--- config.mk ---
export PLATFORM = sky130hd
export DESIGN_NAME = fd27_seg_display
export DESIGN_NICKNAME = d
export VERILOG_FILES = /design/src/rtl/fd27_seg_display_pkg.sv /design/src/rtl/fd27_seg_display_bcd_to_seg7.sv /design/src/rtl/fd27_seg_display.sv
export SDC_FILE = /design/constraint.sdc
export NUM_CORES = 1
export LEC_CHECK = 0
export CAP_MARGIN = 20
export CORE_ASPECT_RATIO = 0.6
export CORE_MARGIN = 1.5
export CORE_UTILIZATION = 51
export DETAILED_ROUTE_END_ITERATION = 7
export PLACE_DENSITY = 0.84
export SLEW_MARGIN = 20
export SYNTH_ARGS = -nofsm -noshare
export SYNTH_HDL_FRONTEND = slang
export SYNTH_SLANG_ARGS = --single-unit
--- constraint.sdc ---
create_clock -name clk -period 3 [get_ports clk]
set_input_delay 0.45 -clock clk [delete_from_list [all_inputs] [get_ports clk]]
set_output_delay 0.45 -clock clk [all_outputs]
set_load 0.005 [all_outputs]
--- src/rtl/fd27_seg_display_pkg.sv ---
// Shared definitions for the fd27 display stage.
//   FD_W / PT_LSB / DIG_W : layout of the 27-bit decimal word
//                           ([23:0] six BCD digits, [26:24] point position)
//   SEG_LUT / SEG_BLANK / SEG_E : active-low segment codes {g,f,e,d,c,b,a}
//   has_non_bcd()        : 1 if any nibble of a 24-bit digit field exceeds 9
package fd27_seg_display_pkg;

    localparam int FD_W   = 27;
    localparam int PT_LSB = 24;
    localparam int DIG_W  = 24;

    localparam logic [6:0] SEG_BLANK = 7'h7F;
    localparam logic [6:0] SEG_E     = 7'h06;

    localparam logic [6:0] SEG_LUT [0:9] = '{
        7'b1000000,  // 0
        7'b1111001,  // 1
        7'b0100100,  // 2
        7'b0110000,  // 3
        7'b0011001,  // 4
        7'b0010010,  // 5
        7'b0000010,  // 6
        7'b1111000,  // 7
        7'b0000000,  // 8
        7'b0010000   // 9
    };

    function automatic logic has_non_bcd(input logic [DIG_W-1:0] w);
        logic r;
        r = 1'b0;
        for (int unsigned i = 0; i < DIG_W / 4; i++) begin
            if (w[4*i +: 4] > 4'd9) r = 1'b1;
        end
        return r;
    endfunction

endpackage

--- src/rtl/fd27_seg_display_bcd_to_seg7.sv ---
// Combinational nibble -> 7-segment decoder (active low, {g,f,e,d,c,b,a}).
//   bcd : input nibble
//   seg : segment pattern; digits 0..9 decoded, anything above 9 shows "E"
module bcd_to_seg7
    import fd27_seg_display_pkg::*;
(
    input  logic [3:0] bcd,
    output logic [6:0] seg
);

    always_comb begin
        seg = SEG_E;
        if (bcd <= 4'd9) seg = SEG_LUT[bcd];
    end

endmodule

--- src/rtl/fd27_seg_display.sv ---
// Display stage for the binary-to-decimal converter: latches the 27-bit
// decimal word on ok_conv and scans it onto a common-anode 6-digit display.
//   clk, rst  : clock, asynchronous active-high reset
//   FDI       : [23:0] BCD digits (nibble 0 = LSD), [26:24] point position p
//   ok_conv   : 1-clk load strobe
//   blank_lz  : 1 = blank leading zeros above the point
//   AN        : digit anodes, active low, one-hot (AN[0] = rightmost)
//   SEG       : segments {g,f,e,d,c,b,a}, active low
//   DP        : decimal point, active low
//   valid     : a word has been latched since reset
//   err       : latched word contains a non-BCD nibble
module fd27_seg_display
    import fd27_seg_display_pkg::*;
#(
    parameter int N_DIG  = 6,
    parameter int F_CLK  = 50_000_000,
    parameter int F_SCAN = 1_000
) (
    input  logic             clk,
    input  logic             rst,
    input  logic [FD_W-1:0]  FDI,
    input  logic             ok_conv,
    input  logic             blank_lz,
    output logic [N_DIG-1:0] AN,
    output logic [6:0]       SEG,
    output logic             DP,
    output logic             valid,
    output logic             err
);

    localparam int PRESC = F_CLK / F_SCAN;
    localparam int CW    = (PRESC > 1) ? $clog2(PRESC) : 1;
    localparam int IW    = $clog2(N_DIG);

    logic [CW-1:0]    presc;
    logic             tick;
    logic [IW-1:0]    idx;
    logic [FD_W-1:0]  reg_fd;

    logic [3:0]       cur_nib;
    logic [6:0]       cur_seg;
    logic [2:0]       pt;
    logic             dp_on;
    logic             blank_cur;

    logic [N_DIG-1:0] an_nx;
    logic [6:0]       seg_nx;
    logic             dp_nx;

    assign tick    = (presc == CW'(PRESC - 1));
    assign cur_nib = reg_fd[{idx, 2'b00} +: 4];
    assign pt      = reg_fd[PT_LSB +: 3];

    bcd_to_seg7 u_dec (
        .bcd (cur_nib),
        .seg (cur_seg)
    );

    // Point lights only for 1..N_DIG-1 fractional digits.
    assign dp_on = (IW'(pt) == idx) && (pt != 3'd0) && (pt <= 3'(N_DIG - 1));

    // Blank when above the point and this digit plus everything to its left
    // is zero; idx > pt also keeps digit 0 and the point digit lit.
    assign blank_cur = blank_lz && (idx > IW'(pt)) &&
                       ((reg_fd[DIG_W-1:0] >> {idx, 2'b00}) == '0);

    always_comb begin
        an_nx  = '1;
        seg_nx = SEG_BLANK;
        dp_nx  = 1'b1;
        if (valid && !blank_cur) begin
            an_nx[idx] = 1'b0;
            seg_nx     = cur_seg;
            dp_nx      = ~dp_on;
        end
    end

    always_ff @(posedge clk or posedge rst) begin
        if (rst) begin
            presc  <= '0;
            idx    <= '0;
            reg_fd <= '0;
            valid  <= 1'b0;
            err    <= 1'b0;
            AN     <= '1;
            SEG    <= SEG_BLANK;
            DP     <= 1'b1;
        end else begin
            presc <= tick ? '0 : presc + CW'(1);
            if (tick) begin
                idx <= (idx == IW'(N_DIG - 1)) ? '0 : idx + IW'(1);
            end
            if (ok_conv) begin
                reg_fd <= FDI;
                valid  <= 1'b1;
                err    <= has_non_bcd(FDI[DIG_W-1:0]);
            end
            AN  <= an_nx;
            SEG <= seg_nx;
            DP  <= dp_nx;
        end
    end

endmodule

Yosys cells after proc, flatten, opt, wreduce, memory -nomap -nowiden
Memory sizes are Yosys's and may differ from the RTL's.
Cells that the tools add are included.
{"block": "word_totals", "output_inout_bits": 16, "in_bits": 31, "latch_bits": 0, "register_bits": 62, "wordCells": 56, "memories": 1, "ramBits": 0, "romBits": 112}
{"block": "classes", "eq_ne": 3, "addsub": 2, "n_mux": 16, "reduce_logical": 9, "n_bitwise": 3, "order_cmp": 12, "mul": 0, "n_shift": 2, "n_div": 0}
{"name": "(name not given)", "words": 16, "width": 7, "rd": 1, "rd_ports_with_merged_regs": 0, "write_ports": 0, "line_no": "fd27_seg_display_bcd_to_seg7.sv:13", "source": "if (bcd <= 4'd9) seg = SEG_LUT[bcd];"}
{"op": "2-to-1 mux 7 bit", "n": 4}
{"op": "indexed part select 27 x 6 -> 4 bit", "n": 1}
{"op": "greater-than comparator 4 bit, second input constant", "n": 6}
{"op": "logical NOT 24 bit", "n": 1}
{"op": ">> shifter 24 x 5 -> 24 bit", "n": 1}
{"op": "adder 16 x 1 -> 16 bit, second input constant", "n": 1}
{"op": "equality test 16 bit, second input constant", "n": 1}
{"op": "2-to-1 mux 16 bit", "n": 1}
{"op": "2-to-1 mux 1 bit", "n": 8}
{"op": "logical AND 1 bit", "n": 6}
{"op": "2-to-1 mux 6 bit", "n": 1}
{"op": "NOT 6 bit", "n": 1}
{"op": ">= comparator 5 bit, second input constant", "n": 1}
{"op": "NOT 4 -> 5 bit", "n": 1}
{"op": "<= comparator 4 bit, second input constant", "n": 1}
{"op": "< comparator 3 x 4 -> 1 bit, second input constant", "n": 1}
{"op": "adder 3 x 1 -> 3 bit, second input constant", "n": 1}
{"op": "demux 1 bit (select 3 bit)", "n": 1}
{"op": "equality test 3 bit", "n": 1}
{"op": "equality test 3 bit, second input constant", "n": 1}
{"op": ">= comparator 3 x 1 -> 1 bit, second input constant", "n": 1}
{"op": "greater-than comparator 3 bit", "n": 1}
{"op": "<= comparator 3 bit, second input constant", "n": 1}
{"op": "2-to-1 mux 3 bit", "n": 1}
{"op": "3 further kinds", "n": 3}

Logic depth before layout (Yosys ltp)
{"block": "logic_depth", "word_depth": 7, "ltp_mapped": 12, "depth_no_buf": 10}

Modules after synthesis
A second synthesis with hierarchy kept.
{"block": "hier_totals", "hier_cells": 285, "area_unflattened_um2": 3193.1}
{"module": "fd27_seg_display", "cells_each": 259, "n_inst": 1, "seq_area_each_um2": 1569.0, "area_each_um2": 2990.4}
{"module": "bcd_to_seg7", "cells_each": 26, "n_inst": 1, "seq_area_each_um2": 0.0, "area_each_um2": 202.7}

Worst setup path before layout
Ideal clock, no wire load.
{"block": "synth_path", "path_kind": "flip-flop to flip-flop", "startpoint": "reg idx[1]", "endpoint": "reg SEG[4]", "period_less_slack_ns": 2.158, "setup_slack_ns": 0.842, "path_stages_with_launch": 11, "n_path_buf": 2, "required_ns": 2.889, "setup_time_ns": 0.111, "arrival_time_ns": 2.047, "cell_sequence": "dfrtp_1 > buf_2 > buf_6 > mux2i_1 > o21ai_0 > a221oi_1 > ha_1 > nor2_1 > a21boi_1 > nand2_1 > o311ai_0"}
{"block": "synth_via", "elab_chain_cells": 7, "word_cells_on_any_way": 15, "classes_between": "order compare: 2; shift: 2; mux: 4; bitwise: 1; reduce/logical: 5; memory: 1"}
{"item": "start: declaration", "line_no": "fd27_seg_display.sv:37", "source": "logic [IW-1:0] idx;"}
{"item": "start signal: assignment", "line_no": "fd27_seg_display.sv:91", "source": "idx <= (idx == IW'(N_DIG - 1)) ? '0 : idx + IW'(1);"}
{"item": "indexed part select 27 x 6 -> 4 bit", "line_no": "fd27_seg_display.sv:51", "source": "assign cur_nib = reg_fd[{idx, 2'b00} +: 4];"}
{"item": "NOT 4 -> 5 bit (not written as such)", "line_no": "fd27_seg_display_bcd_to_seg7.sv:13"}
{"item": "memory (16 x 7 bit)"}
{"item": "2-to-1 mux 7 bit (not written as such) (2 in series)", "line_no": "fd27_seg_display_bcd_to_seg7.sv:13"}
{"item": "2-to-1 mux 7 bit", "line_no": "fd27_seg_display_bcd_to_seg7.sv:13"}
{"item": "2-to-1 mux 7 bit (*)", "line_no": "fd27_seg_display.sv:71", "source": "if (valid && !blank_cur) begin"}
{"item": "net seg_nx[4]", "line_no": "fd27_seg_display.sv:47", "source": "logic [6:0] seg_nx;"}
{"item": "end signal: assignment", "line_no": "fd27_seg_display.sv:99", "source": "SEG <= seg_nx;"}
{"item": "end: declaration", "line_no": "fd27_seg_display.sv:25", "source": "output logic [6:0] SEG,"}
Mark *: on every way through the listed nets, which the timed path passes. The rest lies on a longest branch. The select of a mux whose other input is x is not followed.
A chain may end at the register's enable or synchronous reset.

Worst setup path in the final report
Ends and elaborated chain as after synthesis.

==> impl_metrics.csv <==
group,metric,value,unit
routing,drt-initial-drc-count,180,
critical_path,r2r-end,"SEG[4]",
logic_synthesis,syn_area_per_cell,11.3,um2
clock_tree,clock_latency,350,ps
critical_path,ff2ff_path_depth,6,
critical_path,crit_fanout,20,
critical_path,cp_slowest_cell,"dfrtp_1",
die,ioPinCount,47,
die,die_h,63.0,um
logic_synthesis,yosysTopAreaCellShare,0.392,
logic_synthesis,ys_ff_latch,62,
critical_path,rrSetupSlack,270,ps
routing,wl_per_cell,16.3,um
clock_tree,cts_made_buffers,9,
routing,drt_drc_violations_left,0,
status,status,"completed",
finish,fillers,441,
critical_path,startpoint_type,"flip-flop",
placement,hpwl,4830,um
critical_path,critPathKind,"reg2reg",
logic_synthesis,netlist_instances,271,
logic_synthesis,ys_types,53,
clock_tree,clk_pin_slew,70,ps
sta,rsz0062_at_grt,"no",
pwr,vdd.ir_drop.worst,0.000330,V
finish,drive_above_1_share,0.218,
job,drv_cap,0,
logic_synthesis,yosys_warnings,0,
critical_path,critPathRequiredTime,3210,ps
finish,final_nets,361,
routing,wl,6620,um
placement,dp.cells,390,
clock_tree,clock_path_buffers,2,
critical_path,arrival,2950,ps
critical_path,cp_cell_sequence,"mux2i_1 -> o21ai_0 -> a221oi_1 -> inv_1 -> ha_1 -> o311ai_0",
clock_tree,cts_tree,"yes",
hold_path,min-delay-path-class,"in2async",
global_route,grt_pass1_wl,11200,um
clock_tree,h-tree-depth,3,
die,die_x,103,um
clock_tree,ctsHoldBuffers,0,
sta,maxSlewViolCount,0,
logic_synthesis,synth_most_common_cell,"dfrtp_1",
sta,tightest_slew,726,ps
finish,diodes,0,
logic_synthesis,synthesis.area,0.00306,mm2
critical_path,r2r-start,"idx[1]",
routing,num_vias,2268,
routing,via_per_inst,5.59,
placement,io_buffers,46,
sta,hold_violations,0,
finish,areaGrowthSynthToFinish,23.8,%
sta,relSlewSlack,0.516,
logic_synthesis,synthArstFlopShare,1.00,
routing,dr.pass1.iters,4,
global_route,antenna_found_initial,0,
sta,post-route-period-util,0.912,
sta,clock_skew,8.93,ps
placement,routabilityCongestion,0.983,
logic_synthesis,synth-edff-count,0,
clock_tree,clock-sinks,62,
logic_synthesis,ys.flop_type,"dfrtp_1",
sta,final.setup.tns,0,ps
routing,route.antenna.remaining_nets,0,
pwr,powerDensity,504,mW/mm2
logic_synthesis,ys_seq_area_frac,0.512,
die,fp-row-count,21,
die,core-area,0.00568,mm2
die,start_util,0.540,
critical_path,slowest_delay,750,ps
logic_synthesis,synth_top_area_cell,"dfrtp_1",
global_route,gr-usage-all-layers,0.236,
die,die-area,0.00650,mm2
pwr,power.leakage,1.60,nW
global_route,grt_max_degree,34,
global_route,grt.overflow.total,0,
clock_tree,cts_root_buffer,"clkbuf_8",
logic_synthesis,synth_fp_nets,311,
sta,min_period,2730,ps
sta,setup_viol_count_final,0,
finish,final_cells,406,
global_route,grt_pass1_vias,2261,
critical_path,worstSetupEndpointType,"flip-flop",
logic_synthesis,yosys-top-cells-area,"dfrtp_1 39%, dfstp_2 12%, mux2_2 9.9%",
sta,fmax,366,MHz
logic_synthesis,synth_common_cells,"48 x dfrtp_1, 27 x mux2_2, 23 x nor2_1",
worst max-delay path, delay by kind of cell (launching register included):
| family | cells | cell delay [ps] |
|---|---|---|
| buffers and inverters | 1 | 150 |
| adder cells (fa/ha/maj) | 1 | 250 |
| AO/OA/AOI/OAI | 3 | 1170 |
| flip-flops | 1 | 750 |
| multiplexers | 1 | 260 |
timing repair:
item | CTS | global route
gates resized for setup | 0 | 1
setup endpoints to repair | 0 | 1
setup buffers | 0 | 0
through the flow:
| stage | setup WS, ps | utilization | power, mW | hold slack, ps | cell area (um2) |
|---|---|---|---|---|---|
| after global routing | 109 | 0.668 | 2.01 | 446 | 3790 |
| after CTS | 225 | 0.668 | 1.93 | 421 | 3790 |
| after detailed placement | 262 | 0.632 | 1.19 | 481 | 3590 |
| final | 265 | 0.668 | 1.91 | 423 | 3790 |
| after global placement | 451 | 0.632 | 1.18 | 476 | 3590 |
| after floorplan | 842 | - | 1.07 | 455 | 3060 |
state kept, by name (all words and copies together) (netlist names):
| register | cells |
|---|---|
| SEG | 7 |
| AN | 6 |
| idx | 3 |
| err | 1 |
| reg_fd | 27 |
| presc | 16 |
| valid | 1 |
| DP | 1 |
final cells by class:
class,instances,area [um2],area share
clock inverters,2,10.0,0.00264
clock buffers,14,195,0.0515
multi-input cells,187,1390,0.365
flip-flops and latches,62,1570,0.414
repair buffers,50,490,0.129
inverters,11,41.3,0.0109
well taps,80,100,0.0264
routing by layer:
layer	wire length, um	global-route usage	vias up
met3	427	0.0861	10
met1	3250	0.342	1106
met2	2830	0.325	84
met4	112	0.0828	0
li1	-	-	1068
met5	0	0	-
worst max-delay path by stage:
stage	startpoint	to	slack, ps	cells past startpoint
2_1_floorplan	idx[1]	SEG[4]	840	10
3_3_place_gp	idx[0]	SEG[4]	450	8
3_5_place_dp	idx[0]	SEG[4]	260	8
4_1_cts	idx[0]	SEG[4]	230	8
5_1_grt	idx[1]	SEG[4]	110	7
6_report	idx[1]	SEG[4]	270	6
kinds of logic after synthesis:
logic type                 Yosys count  share of synthesized area
AOI/OAI and AO/OA                   42                     0.0956
DFF                                 62                      0.512
and+or+nand+nor                     84                      0.140
xor gates and xnor gates            15                     0.0429
adders and majority gates            9                     0.0368
buffers and inverters               22                     0.0359
muxes                               37                      0.137
report_power, final:
| group | total [mW] | internal, mW | switching, mW |
|---|---|---|---|
| Clock | 0.735 | 0.421 | 0.314 |
| Sequential | 0.938 | 0.899 | 0.0391 |
| Combinational | 0.240 | 0.135 | 0.105 |
cell usage in the layout, fill, tap and decap left out, drive strengths merged, types with 3 or more instances in the layout:
| cell | netlist | final |
|---|---|---|
| nand3 | 12 | 12 |
| or2 | 3 | 3 |
| buf | 7 | 4 |
| dfrtp | 48 | 48 |
| dfstp | 14 | 14 |
| xnor2 | 4 | 4 |
| xor2 | 11 | 11 |
| nor4 | 4 | 4 |
| mux2 | 27 | 27 |
| nand4 | 5 | 5 |
| o21ai | 18 | 18 |
| nand2 | 16 | 16 |
| nor3 | 5 | 5 |
| nor2 | 23 | 23 |
| clkbuf | 4 | 14 |
| inv | 11 | 11 |
| ha | 9 | 9 |
| nor2b | 4 | 4 |
| clkdlybuf4s50 | 0 | 46 |
| a21oi | 4 | 4 |
| mux2i | 9 | 9 |
Note: power is estimated with default switching activity, not from simulation.
